[src/rtl/ram32_byte_loader_if.sv]
// Host byte streams and RAM32 port for ram32_byte_loader.
// master: host/array side, slave: the loader.
interface ram32_byte_loader_if #(
  parameter int unsigned BANK_W = 6
);
  logic              cmd_valid;
  logic [7:0]        cmd_data;
  logic              cmd_ready;
  logic              rsp_valid;
  logic [7:0]        rsp_data;
  logic              rsp_ready;
  logic [BANK_W-1:0] mem_bank;
  logic [4:0]        mem_a;
  logic [31:0]       mem_d;
  logic              mem_we;
  logic [31:0]       mem_q;

  modport master (
    output cmd_valid, cmd_data, rsp_ready, mem_q,
    input  cmd_ready, rsp_valid, rsp_data, mem_bank, mem_a, mem_d, mem_we
  );

  modport slave (
    input  cmd_valid, cmd_data, rsp_ready, mem_q,
    output cmd_ready, rsp_valid, rsp_data, mem_bank, mem_a, mem_d, mem_we
  );
endinterface

[src/rtl/ram32_byte_loader.sv]
// ram32_byte_loader: assembles host command bytes into 32-bit RAM32 writes
// and streams RAM32 words back to the host byte by byte, LSB first.
// Optional macro LOADER_AUTOINC_EN: frames carry len+1 words with the word
// address incrementing modulo 32 after each word; otherwise one word per frame.
module ram32_byte_loader #(
  parameter int unsigned NUM_BANKS = 64,
  parameter int unsigned BANK_W    = 6
) (
  input logic clk,
  input logic rst_n,
  input logic ena,
  ram32_byte_loader_if.slave bus
);
  localparam int unsigned BYTE_W = 8;
  localparam int unsigned ADDR_W = 5;
  localparam int unsigned WORD_W = 32;
  localparam int unsigned IDX_W  = 2;
  localparam int unsigned LEN_W  = 3;

  typedef enum logic [2:0] {
    H0, H1, WDATA, WRITE, RADDR, RWAIT, RDATA
  } state_t;

  state_t                   state;
  logic                     rw;
  logic                     bank_ok;
  logic [IDX_W-1:0]         idx;
  logic [WORD_W-BYTE_W-1:0] rdata;
  logic                     last_word;

`ifdef LOADER_AUTOINC_EN
  logic [LEN_W-1:0]         words_left;
  assign last_word = (words_left == LEN_W'(0));
`else
  assign last_word = 1'b1;
`endif

  // Command bytes are taken only in the header and write-data phases.
  assign bus.cmd_ready = rst_n & ena & ((state == H0) | (state == H1) | (state == WDATA));

  // Write strobe: one enabled cycle in WRITE, suppressed for banks beyond NUM_BANKS.
  assign bus.mem_we = ena & bank_ok & (state == WRITE);

  // Frame sequencer, byte assembly and read-back serialiser; frozen while ena is low.
  always_ff @(posedge clk or negedge rst_n) begin
    if (!rst_n) begin
      state         <= H0;
      rw            <= 1'b0;
      bank_ok       <= 1'b0;
      idx           <= '0;
      rdata         <= '0;
      bus.mem_bank  <= '0;
      bus.mem_a     <= '0;
      bus.mem_d     <= '0;
      bus.rsp_valid <= 1'b0;
      bus.rsp_data  <= '0;
`ifdef LOADER_AUTOINC_EN
      words_left    <= '0;
`endif
    end else if (ena) begin
      case (state)
        H0: if (bus.cmd_valid) begin
          rw           <= bus.cmd_data[7];
          bus.mem_bank <= BANK_W'(bus.cmd_data[5:0]);
          bank_ok      <= (32'(bus.cmd_data[5:0]) < NUM_BANKS);
          state        <= H1;
        end
        H1: if (bus.cmd_valid) begin
          bus.mem_a <= bus.cmd_data[ADDR_W-1:0];
`ifdef LOADER_AUTOINC_EN
          words_left <= bus.cmd_data[BYTE_W-1:ADDR_W];
`endif
          idx       <= '0;
          state     <= rw ? WDATA : RADDR;
        end
        WDATA: if (bus.cmd_valid) begin
          bus.mem_d <= {bus.cmd_data, bus.mem_d[WORD_W-1:BYTE_W]};
          idx       <= idx + IDX_W'(1);
          if (idx == IDX_W'(3)) state <= WRITE;
        end
        WRITE: begin
          idx <= '0;
          if (last_word) begin
            state <= H0;
          end else begin
            bus.mem_a <= bus.mem_a + ADDR_W'(1);
`ifdef LOADER_AUTOINC_EN
            words_left <= words_left - LEN_W'(1);
`endif
            state     <= WDATA;
          end
        end
        RADDR: state <= RWAIT;
        RWAIT: begin
          rdata         <= bank_ok ? bus.mem_q[WORD_W-1:BYTE_W] : '0;
          bus.rsp_data  <= bank_ok ? bus.mem_q[BYTE_W-1:0] : '0;
          bus.rsp_valid <= 1'b1;
          idx           <= '0;
          state         <= RDATA;
        end
        RDATA: if (bus.rsp_ready) begin
          if (idx == IDX_W'(3)) begin
            bus.rsp_valid <= 1'b0;
            idx           <= '0;
            if (last_word) begin
              state <= H0;
            end else begin
              bus.mem_a <= bus.mem_a + ADDR_W'(1);
`ifdef LOADER_AUTOINC_EN
              words_left <= words_left - LEN_W'(1);
`endif
              state     <= RADDR;
            end
          end else begin
            bus.rsp_data <= rdata[BYTE_W-1:0];
            rdata        <= rdata >> BYTE_W;
            idx          <= idx + IDX_W'(1);
          end
        end
        default: state <= H0;
      endcase
    end
  end
endmodule
[src/flat_wrapper.sv]
// flat-port wrapper written by rule: the top's interface ports become plain ports
module ram32_byte_loader_flat 
#(
  parameter int unsigned NUM_BANKS = 64,
  parameter int unsigned BANK_W    = 6
)
  (clk, rst_n, ena, bus_cmd_valid, bus_cmd_data, bus_rsp_ready, bus_mem_q, bus_cmd_ready, bus_rsp_valid, bus_rsp_data, bus_mem_bank, bus_mem_a, bus_mem_d, bus_mem_we);
  ram32_byte_loader_if #(.BANK_W(BANK_W)) bus_i ();
  input logic clk;
  input logic rst_n;
  input logic ena;
  input wire logic [$bits(bus_i.cmd_valid)-1:0] bus_cmd_valid;
  input wire logic [$bits(bus_i.cmd_data)-1:0] bus_cmd_data;
  input wire logic [$bits(bus_i.rsp_ready)-1:0] bus_rsp_ready;
  input wire logic [$bits(bus_i.mem_q)-1:0] bus_mem_q;
  output wire logic [$bits(bus_i.cmd_ready)-1:0] bus_cmd_ready;
  output wire logic [$bits(bus_i.rsp_valid)-1:0] bus_rsp_valid;
  output wire logic [$bits(bus_i.rsp_data)-1:0] bus_rsp_data;
  output wire logic [$bits(bus_i.mem_bank)-1:0] bus_mem_bank;
  output wire logic [$bits(bus_i.mem_a)-1:0] bus_mem_a;
  output wire logic [$bits(bus_i.mem_d)-1:0] bus_mem_d;
  output wire logic [$bits(bus_i.mem_we)-1:0] bus_mem_we;
  assign bus_i.cmd_valid = bus_cmd_valid;
  assign bus_i.cmd_data = bus_cmd_data;
  assign bus_i.rsp_ready = bus_rsp_ready;
  assign bus_i.mem_q = bus_mem_q;
  assign bus_cmd_ready = bus_i.cmd_ready;
  assign bus_rsp_valid = bus_i.rsp_valid;
  assign bus_rsp_data = bus_i.rsp_data;
  assign bus_mem_bank = bus_i.mem_bank;
  assign bus_mem_a = bus_i.mem_a;
  assign bus_mem_d = bus_i.mem_d;
  assign bus_mem_we = bus_i.mem_we;
  ram32_byte_loader #(.NUM_BANKS(NUM_BANKS), .BANK_W(BANK_W)) u_core (.clk(clk), .rst_n(rst_n), .ena(ena), .bus(bus_i));
endmodule
[config.mk]
export PLATFORM = sky130hd
export DESIGN_NAME = ram32_byte_loader_flat
export DESIGN_NICKNAME = d
export VERILOG_FILES = /design/src/rtl/ram32_byte_loader_if.sv /design/src/rtl/ram32_byte_loader.sv /design/src/flat_wrapper.sv
export SDC_FILE = /design/constraint.sdc
export NUM_CORES = 1
export LEC_CHECK = 0
export ABC_AREA = 1
export BUFFER_PORTS_ARGS = -buffer_cell sky130_fd_sc_hd__buf_2
export CORE_ASPECT_RATIO = 1.5
export CORE_MARGIN = 5
export CORE_UTILIZATION = 45
export CTS_BUF_LIST = sky130_fd_sc_hd__clkbuf_8
export CTS_CLUSTER_DIAMETER = 60
export DETAILED_ROUTE_END_ITERATION = 8
export PLACE_DENSITY = 0.7
export SLEW_MARGIN = 20
export SYNTH_ARGS = -nofsm -noshare
export SYNTH_HDL_FRONTEND = slang
export SYNTH_SLANG_ARGS = --single-unit
[constraint.sdc]
create_clock -name clk -period 2 [get_ports clk]
set_input_delay 0.6 -clock clk [delete_from_list [all_inputs] [get_ports clk]]
set_output_delay 0.6 -clock clk [all_outputs]
set_load 0.01 [all_outputs]
# Word level (Yosys, flattened, before mapping)
# Cells that the tools add are included.
# word_totals
regBits	83
latch_bits	0
mem_bits_rw	0
romBits	0
in_bits	45
out_inout_bits	54
wordCells	66
mem_count	0
# classes
n_addsub	1
mul	0
div	0
n_lt_le_gt_ge	0
n_eq_ne	14
shift	0
n_mux	24
bitwise_logic	6
n_reduce_logical	11
# op_table
operator	count
$mux W24	3
$pmux W24 S2	1
$mux W8	3
$mux W3	7
$pmux W3 S6	1
$pmux W8 S2	1
$ne A2 B2 Y1 const B	6
$eq A3 B3 Y1 const B	3
$reduce_and A3 Y1	3
$mux W2	4
$pmux W2 S4	1
$reduce_and A4 Y1	2
$reduce_and A7 Y1	1
$eq A3 B2 Y1 const B	2
$reduce_and A5 Y1	1
$and A1 B1 Y1	4
$reduce_bool A4 Y1	1
$eq A3 B1 Y1 const B	1
$logic_not A3 Y1	1
$add A2 B1 Y2 const B	1
$eq A2 B2 Y1 const B	1
$mux W1	2
$ne A2 B1 Y1 const B	1
$or A1 B1 Y1	2
other kinds (3)	3

# Depth between registers and ports, before layout
# logic_depth
ltp_word	4
depth_mapped	10
mapped_depth_nobuf	8

# Worst setup path after synthesis
# No wires, ideal clock.
# synth_path
path_kind	reg2out
start	register u_core.bank_ok
end	output bus_mem_we
t_arrival_ps	1325
required_time_ps	1400
path_slack_ps	75
path_stages_with_launch	5
n_path_buf	2
cell_sequence	dfrtp_1 clkbuf_1 clkbuf_1 inv_1 nor4_1
# synth_between
elab_chain_len	2
# synth_lines
item	line_no	source
start, declared	ram32_byte_loader.sv:26	logic bank_ok;
start signal, assigned	ram32_byte_loader.sv:65	bank_ok <= (32'(bus.cmd_data[5:0]) < NUM_BANKS);
$and A1 B1 Y1 (2 in series)	ram32_byte_loader.sv:42	assign bus.mem_we = ena & bank_ok & (state == WRITE);
end, declared	flat_wrapper.sv:22	output wire logic [$bits(bus_i.mem_we)-1:0] bus_mem_we;
# Every way passes these cells.

# Worst setup path after layout
# layout_path
start	register u_core.state[0]
end	output bus_cmd_ready
# layout_between
elab_chain_len	4
elab_cells_between_ends	6
classes_between	eq/ne (2); bitwise (3); reduce/logical (1)
# layout_lines
item	line_no	source
start, declared	ram32_byte_loader.sv:24	state_t state;
start signal, assigned	ram32_byte_loader.sv:74	state <= rw ? WDATA : RADDR;
$eq A3 B1 Y1 / $logic_not A3 Y1 (equally long branches)	ram32_byte_loader.sv:39	assign bus.cmd_ready = rst_n & ena & ((state == H0) | (state == H1) | (state == WDATA));
$or A1 B1 Y1	ram32_byte_loader.sv:39	
$or A1 B1 Y1 *	ram32_byte_loader.sv:39	
$and A1 B1 Y1 *	ram32_byte_loader.sv:39	
end, declared	flat_wrapper.sv:16	output wire logic [$bits(bus_i.cmd_ready)-1:0] bus_cmd_ready;
# Mark *: on every way between the ends. The rest lies on a longest branch, timed or not.

==> impl_metrics.yaml <==
power_and_ir_drop:
  power.density_mw_per_mm2: 1430
  pwr-share-seq_pct: 42.2
  clkPwrFrac_pct: 21.6
  internal_power_mw: 4.25
  combinationalPowerShare_pct: 36.2
  swShare_pct: 37.7
  p_leak_nw: 2.72
  p_sw_mw: 2.57
  ir_worst_vdd_mv: 0.924
yosys:
  yosysWarnings: 0
  synthAdderAreaFrac_pct: 0.320
  synthXorXnorAreaFrac_pct: 0
  synth_top_family_by_area: "simple AND/OR/NAND/NOR gates"
  syn_area_mm2: 0.00390
  syn_inst: 474
  synthMuxAreaShare_pct: 0
  avgSynthCellArea_um2: 8.24
  seq_area_frac_synth_pct: 53.2
  synth_nets: 520
  synth-compound-area-share_pct: 8.88
  synth.distinct_cells: 27
  synth_seq_cells: 83
  yosys.area_share.simple_pct: 29.9
final_layout:
  nNetsFinal: 618
  layout-drive-gt1-share_pct: 25.5
  antenna_cells: 0
  fin_cells: 684
  syn2layout_area_growth_pct: 22.4
  fill_cells: 798
routing:
  viasPerCell: 5.03
  wl_mm: 9.48
  ant_nets: 0
  post_drt_wl_per_cell_um: 13.9
  drtIter0Drc: 166
  vias: 3439
  drc: 0
  drt_first_pass_iters: 7
global_route:
  met3_usage_pct: 5.29
  grt_max_degree: 84
  gr-total-overflow: 0
  grt_use_met1_pct: 20.4
  antenna_found_initial: 0
  grtUsageMet2_pct: 31.7
  busiest_layer: "met2"
  grt_usage_pct: 18.4
  grt_pass1_vias: 3488
  grt_pass1_wl_mm: 15.6
timing:
  worstMarginPinSlew_ps: 449
  final_hold_viol_count: 0
  max_freq_mhz: 525
  rsz0062_at_grt: "no"
  timing.final.setup_violations: 0
  slew_headroom_pct: 70.1
  holdWs_ps: 285
  slew_viol_final: 0
  period_share_pct: 95.2
  min_period_ps: 1900
  fin_tns_setup_ps: 0
  skew_ps: 8.08
die:
  io_pins: 99
  dieHeight_um: 124
  floorplan.initialDensity_pct: 46.1
  rows: 41
  die-area_mm2: 0.0107
  core_mm2: 0.00846
  chipWidth_um: 86.1
setup_path:
  critPathCaptureType: "primary output"
  start_kind: "flip-flop"
  worst_ep_arrival_time_ps: 1300
  crit_chain: "nand2_2 > nand3_1 > nor2_1 > buf_2"
  critPathMaxFanout: 3
  cp_num_buf_inv: 1
  cpPeakStageDelay_ps: 440
  critical_path_class: "reg2out"
  required_ps: 1400
  cpLargestDelayFamily: "flip-flops"
  cpMaxStageDelayCell: "dfrtp_2"
clocking:
  worstSkewPairLatency_ps: 360
  clockBufferDepth: 2
  path_clk_slew_ps: 80
  cts_buffers: 9
  cts_sinks: 83
  holdBufCountCts: 0
  h-tree-depth: 3
  root_buffer: "clkbuf_8"
  cts_tree: "built"
placed_design:
  port-buffer-count: 98
  gp_congestion: 0.851
  dp_hpwl_mm: 6.61
  dp.cells: 663
status:
  outcome: "completed"
min_path:
  worstHoldPathType: "in2async"
flow_run:
  max-cap-violations: 0
==> cell type report <==
cell class / count / area [um2] / area share [%]
repair buffers: 113 / 668 / 14.0
clock inverters: 7 / 124 / 2.59
well taps: 107 / 134 / 2.80
flip-flops and latches: 83 / 2080 / 43.5
multi-input cells: 336 / 1540 / 32.1
inverters: 29 / 113 / 2.36
clock buffers: 9 / 124 / 2.59
==> worst register-to-register path, delay by kind of cell (launching register included) <==
family / cells / cell delay [ps]
and+or+nand+nor: 4 / 690
AOI/OAI and AO/OA: 1 / 320
buffers and inverters: 2 / 220
DFF: 1 / 440
==> flip-flops by register name (all words and copies together) (netlist names) <==
register and cells:
u_core.bank_ok 1, u_core.bus.mem_a 5, u_core.rw 1, u_core.rdata 24
u_core.bus.rsp_valid 1, u_core.bus.mem_d 32, u_core.idx 2, u_core.state 3
u_core.bus.rsp_data 8, u_core.bus.mem_bank 6
==> per-stage QoR <==
stage | worst slack [ps] | total power [mW] | util, % | cell area, um2
after global routing | 55.2 | 7.36 | 56.5 | 4780
after CTS | 15.0 | 6.78 | 55.9 | 4730
after floorplan | 74.9 | 4.39 | - | 3910
after detailed placement | 208 | 5.28 | 52.8 | 4470
final | 96.8 | 6.82 | 56.5 | 4780
after global placement | 214 | 5.20 | 52.8 | 4470
==> power groups by stage <==
| stage | combinational [mW] | clock, mW | sequential (mW) |
|---|---|---|---|
| after floorplan | 1.34 | 0 | 3.05 |
| after global placement | 2.29 | 0 | 2.91 |
| after detailed placement | 2.35 | 0 | 2.93 |
| after CTS | 2.38 | 1.50 | 2.90 |
| after global routing | 2.80 | 1.57 | 2.98 |
| final | 2.47 | 1.47 | 2.88 |
==> placed cells by master (no fill, tap or decap), types with 5 or more instances in the layout <==
cell and n:
nand2_1 163, buf_2 97, dfrtp_1 80, nand3_1 45, nor2_1 40, a21oi_1 35, inv_1 25, o21ai_0 25
buf_4 11, clkbuf_8 9, nand3b_1 8, o21ai_1 6, buf_12 5
==> cells by family after synthesis <==
family          count (synthesis)
flops                          83
buf+inv                        55
simple gates                  268
compound gates                 67
fa+ha+maj                       1
==> Yosys cell counts <==
cell | number | share of area, %
a21oi_1 | 35 | 4.5
a21oi_4 | 1 | 0.42
and3_1 | 1 | 0.16
buf_1 | 1 | 0.096
buf_2 | 9 | 1.2
buf_4 | 3 | 0.58
buf_6 | 9 | 2.6
clkbuf_1 | 4 | 0.38
clkinv_1 | 1 | 0.096
clkinv_2 | 1 | 0.13
dfrtp_1 | 83 | 53
ha_1 | 1 | 0.32
inv_1 | 25 | 2.4
inv_2 | 1 | 0.096
inv_4 | 1 | 0.16
nand2_1 | 164 | 16
nand2_2 | 2 | 0.32
nand2_4 | 2 | 0.58
nand3_1 | 45 | 5.8
nand3_4 | 1 | 0.45
nand3b_1 | 8 | 1.5
nor2_1 | 40 | 3.8
nor2_2 | 2 | 0.32
nor2_8 | 2 | 1.0
nor4_1 | 1 | 0.16
o21ai_0 | 25 | 3.2
o21ai_1 | 6 | 0.77
==> per-layer routing <==
metal | part of all wire (%) | routed length, um
met1 | 40 | 3800
met2 | 49 | 4630
met3 | 8.1 | 771
met4 | 3.0 | 284
met5 | 0 | 0
==> path summary, 6_finish.rpt <==
kind                                startpoint                   to  slack [ps]  depth (start not counted)
min in group clk           u_core.bus.mem_d[5]  u_core.bus.mem_d[5]         470                          2
max in group asynchronous                rst_n      u_core.state[2]        1350                          2
max reg2reg                    u_core.state[0]      u_core.rdata[6]         220                          7
min                                      rst_n     u_core.rdata[23]         290                          2
min reg2reg                u_core.bus.mem_d[5]  u_core.bus.mem_d[5]         470                          2
max                            u_core.state[0]        bus_cmd_ready         100                          4
==> timing repair <==
item,4_1_cts,5_1_grt
hold endpoints to repair,0,0
resized for setup,3,2
endpoints found under the setup margin,2,2
buffers inserted,1,4
Note: power is estimated with default switching activity, not from simulation.
